## config.mk

```make
export PLATFORM = sky130hd
export DESIGN_NAME = kmeans_centroid_update
export DESIGN_NICKNAME = d
export VERILOG_FILES = /design/src/rtl/kmeans_centroid_update.sv
export SDC_FILE = /design/constraint.sdc
export NUM_CORES = 2
export LEC_CHECK = 0
export CORE_MARGIN = 2
export CORE_UTILIZATION = 25
export CTS_CLUSTER_DIAMETER = 40
export DETAILED_ROUTE_END_ITERATION = 8
export PLACE_DENSITY = 0.37
export SYNTH_ARGS = -nofsm -noshare
export SYNTH_HDL_FRONTEND = slang
export SYNTH_SLANG_ARGS = --single-unit
export TNS_END_PERCENT = 100
```

## constraint.sdc

```tcl
create_clock -name clk -period 55.1 [get_ports clk]
set_input_delay 11.02 -clock clk [delete_from_list [all_inputs] [get_ports clk]]
set_output_delay 11.02 -clock clk [all_outputs]
set_load 0.01 [all_outputs]
```

## src/rtl/kmeans_centroid_update.sv

```systemverilog
// K-means centroid update: per-cluster accumulate, floor-mean and convergence check on compute_mean; one-cycle mean_valid latency.
// No backpressure: one point per cycle always accepted; colliding or overflowing points are dropped and flagged on err.
module kmeans_centroid_update #(
  parameter int K        = 4,
  parameter int DW       = 8,
  parameter int THRESH   = 0,
  parameter int MAX_ITER = 16,
  localparam int IW      = (K > 1) ? $clog2(K) : 1
) (
  input  logic            clk,
  input  logic            rst_n,
  input  logic            valid,
  input  logic [DW-1:0]   point_x,
  input  logic [DW-1:0]   point_y,
  input  logic [IW-1:0]   cluster_id,
  input  logic            compute_mean,
  input  logic            clear_acc,
  input  logic            init_we,
  input  logic [IW-1:0]   init_idx,
  input  logic [DW-1:0]   init_x,
  input  logic [DW-1:0]   init_y,
  output logic [K*DW-1:0] centroid_x,
  output logic [K*DW-1:0] centroid_y,
  output logic            converged,
  output logic            mean_valid,
  output logic [7:0]      iter_cnt,
  output logic            err
);

  localparam int SW = DW + 8;
  localparam logic [DW-1:0] THR = DW'(THRESH);
  localparam logic [7:0]    MAXI = 8'(MAX_ITER);

  logic [DW-1:0] cx [K];
  logic [DW-1:0] cy [K];
  logic [SW-1:0] sx [K];
  logic [SW-1:0] sy [K];
  logic [7:0]    cnt [K];

  logic [DW-1:0] new_x [K];
  logic [DW-1:0] new_y [K];
  logic [SW-1:0] qx, qy;
  logic [DW-1:0] dx, dy;
  logic          conv_all, conv_next;

  for (genvar g = 0; g < K; g++) begin : g_pack
    assign centroid_x[g*DW +: DW] = cx[g];
    assign centroid_y[g*DW +: DW] = cy[g];
  end

  // Empty clusters keep their centroid, so they always count as settled.
  always_comb begin
    new_x    = cx;
    new_y    = cy;
    conv_all = 1'b1;
    qx       = '0;
    qy       = '0;
    dx       = '0;
    dy       = '0;
    for (int k = 0; k < K; k++) begin
      if (cnt[k] != 8'd0) begin
        qx       = sx[k] / {{DW{1'b0}}, cnt[k]};
        qy       = sy[k] / {{DW{1'b0}}, cnt[k]};
        new_x[k] = qx[DW-1:0];
        new_y[k] = qy[DW-1:0];
      end
      dx = (new_x[k] > cx[k]) ? new_x[k] - cx[k] : cx[k] - new_x[k];
      dy = (new_y[k] > cy[k]) ? new_y[k] - cy[k] : cy[k] - new_y[k];
      if (dx > THR || dy > THR) conv_all = 1'b0;
    end
    conv_next = conv_all || ((iter_cnt + 8'd1) == MAXI);
  end

  always_ff @(posedge clk) begin
    if (!rst_n) begin
      for (int k = 0; k < K; k++) begin
        cx[k]  <= '0;
        cy[k]  <= '0;
        sx[k]  <= '0;
        sy[k]  <= '0;
        cnt[k] <= '0;
      end
      converged  <= 1'b0;
      mean_valid <= 1'b0;
      iter_cnt   <= '0;
      err        <= 1'b0;
    end else begin
      mean_valid <= 1'b0;
      if (init_we) begin
        cx[init_idx] <= init_x;
        cy[init_idx] <= init_y;
        for (int k = 0; k < K; k++) begin
          sx[k]  <= '0;
          sy[k]  <= '0;
          cnt[k] <= '0;
        end
        iter_cnt  <= '0;
        converged <= 1'b0;
        // A point arriving with the load is still a dropped sample.
        err       <= valid;
      end else if (clear_acc) begin
        for (int k = 0; k < K; k++) begin
          sx[k]  <= '0;
          sy[k]  <= '0;
          cnt[k] <= '0;
        end
        if (valid) err <= 1'b1;
      end else if (compute_mean) begin
        for (int k = 0; k < K; k++) begin
          cx[k]  <= new_x[k];
          cy[k]  <= new_y[k];
          sx[k]  <= '0;
          sy[k]  <= '0;
          cnt[k] <= '0;
        end
        converged  <= conv_next;
        iter_cnt   <= conv_next ? 8'd0 : iter_cnt + 8'd1;
        mean_valid <= 1'b1;
        if (valid) err <= 1'b1;
      end else if (valid) begin
        if (cnt[cluster_id] == 8'hFF) begin
          err <= 1'b1;
        end else begin
          sx[cluster_id]  <= sx[cluster_id] + {8'd0, point_x};
          sy[cluster_id]  <= sy[cluster_id] + {8'd0, point_y};
          cnt[cluster_id] <= cnt[cluster_id] + 8'd1;
        end
      end
    end
  end

endmodule

```

==> metrics <==
syn_area_per_cell 7.62 um^2; core area 225000 um^2; Final Max Slew Viols 0; clock tree sinks between 200 and 250; synthesized area between 50000 and 60000 um^2; Syn Inst Count around 7500; P&R area growth vs syn 11.9%; nets approximately 8500; area of the multi-input gates roughly 48000 um^2; Max Cap Viol 0; # rows roughly 170; via/cell ratio 5.35; global-route wire length before repair roughly 340000 um; initial DRC count between 3000 and 4000; I/O Buffers ~120; Fin Clk Skew roughly 0.076 ns; Critical Path Source Type flop; setup TNS 0 ns; Max Root-Sink Buffers 3; clock slew at reported path FFs ~0.050 ns; worst endpoint required time ~56 ns; slowest cell delay on critical path 0.85 ns; vias in the first global route roughly 54000; most numerous cell in the Yosys netlist ha_1; Net Count, Synth roughly 8400; Root Driver clkbuf_16; final WL roughly 230000 um; die area 231000 um^2; DR pass1 iterations 6; Yosys top cell area share 0.209; post-synthesis sequential area ratio 0.111; CTS tree built; cell at the slowest stage of the critical path a41oi_1; routability cong. 0.859; Post-synth ARST share 0; Remaining Overflow, GRT 0; initial antenna violation count 13; #FFs+latches synth 235; CP Class reg2reg; Inserted Clock Buffers between 50 and 60; worst-margin pin slew 1.23 ns; Resized Gates After CTS 0; # IOs between 100 and 150; FF+latch area 6310 um^2; Yosys cell types ~130; worst hold path type reg2reg; Hold Vio Cnt, Final 0; hpwl dp ~180000 um; number of synthesized flops with an enable pin 160; routed vias approximately 56000; Tmin final between 40 and 50 ns; WP data arrival 41.90 ns; Detail Route Antenna Nets 0; CP max FO 22; DRC viols 0; H-tree depth 2; Yosys warning total 0; CP Capture Type flop; most frequent cell on the critical path o21a_1; pin count of the biggest net entering global routing 68; Fmax between 20 and 25 MHz; postcts setup bufs 0; prevailing post-synth register cell edfxtp_1; Fillers about 24000; share of cells above drive strength 1 0.0856; relative slew slack 0.158; Synth area leaders ha_1, edfxtp_1, o21a_1; Final Cycle Share 0.752; WL/cell 21.6 um; Skew-Pair Late Insertion Delay approximately 0.67 ns; cell taking the most area after synthesis ha_1; CTS Hold Bufs 0; global router's overall resource usage 0.191; final setup vio count 0; status complete, no violations; commonest cells in the synthesized netlist ha_1, nor2_1, nand2_1; width of the die a little under 500 um; chip height about 480 um; RSZ-0062 raised after global routing no; initial core utilization 0.252
[layout make-up]
cell class,count,share of cell area
multi-input cells,6594,0.757
clock buffers,62,0.0227
inverters,360,0.0213
repair buffers,229,0.0314
diodes,6,0.000236
well taps,2992,0.0589
clock inverters,44,0.00947
flip-flops and latches,235,0.0992
[registers in the layout, summed over array words and instances, names as in the netlist]
register and cells:
centroid_x 32, centroid_y 32, cnt 32, converged 1, err 1, iter_cnt 8
mean_valid 1, sx 64, sy 64
[metal layers]
layer  vias up  global-route usage  wire, um
li1      28221                   -         -
met1     27063               0.264    111000
met2       905               0.323    105000
met3       150             0.00918      6010
met4         0              0.0441      5810
met5         -                   0         0
[cell usage in the layout, fill, tap and decap left out, types with 113 or more instances in the layout]
master and instances:
o21ai_0 399, nor2_1 799, ha_1 947, edfxtp_1 160, mux2_2 172, nand3_1 132, xnor2_1 218, nand2_1 500
a21oi_1 487, inv_1 359, mux2i_1 129, o21a_1 439, a21o_1 162, nor3_1 422, clkdlybuf4s50_1 113, buf_4 113
o31ai_1 156
[worst max-delay path: cells and delay by family (launching register included)]
kind | cells | cell delay [ns]
compound gates | 100 | 24.76
xor+xnor | 1 | 0.11
fa+ha+maj | 16 | 5.10
buf+inv | 1 | 0.18
flops | 1 | 0.61
mux | 3 | 0.94
simple gates | 37 | 9.51
[per-stage QoR]
step           setup WS [ns]  utilization  instances  instance area (um^2)  hold slack, ns
3_3_place_gp           14.62        0.273      10410                 61500           0.453
5_1_grt                 9.59        0.282      10520                 63500           0.496
3_5_place_dp           14.11        0.273      10410                 61500           0.455
2_1_floorplan          20.04            -       7452                 56800           0.481
6_report               13.67        0.282      10522                 63600           0.466
4_1_cts                13.88        0.282      10516                 63500           0.465
[kinds of logic (layout without fill, tap and decap cells)]
| logic type | after synthesis | after routing | synth area share |
|---|---|---|---|
| other cells | 0 | 6 | 0 |
| fa+ha+maj | 952 | 952 | 0.210 |
| mux | 350 | 350 | 0.0755 |
| xor+xnor | 323 | 323 | 0.0498 |
| buf+inv | 623 | 695 | 0.0427 |
| simple gates | 2626 | 2626 | 0.228 |
| flops | 235 | 235 | 0.111 |
| compound gates | 2343 | 2343 | 0.283 |
[final timing paths]
path / slack (ns) / from / to / cells past startpoint
setup / recovery: 13.67 / cnt[2][7] / iter_cnt[4] / 158
hold / removal: 0.47 / converged / converged / 2
setup reg to reg: 13.67 / cnt[2][7] / iter_cnt[4] / 158
hold reg to reg: 0.47 / converged / converged / 2
Power is not shown: default switching activity piles up to over one toggle a cycle in this logic, so the estimate is an artifact.
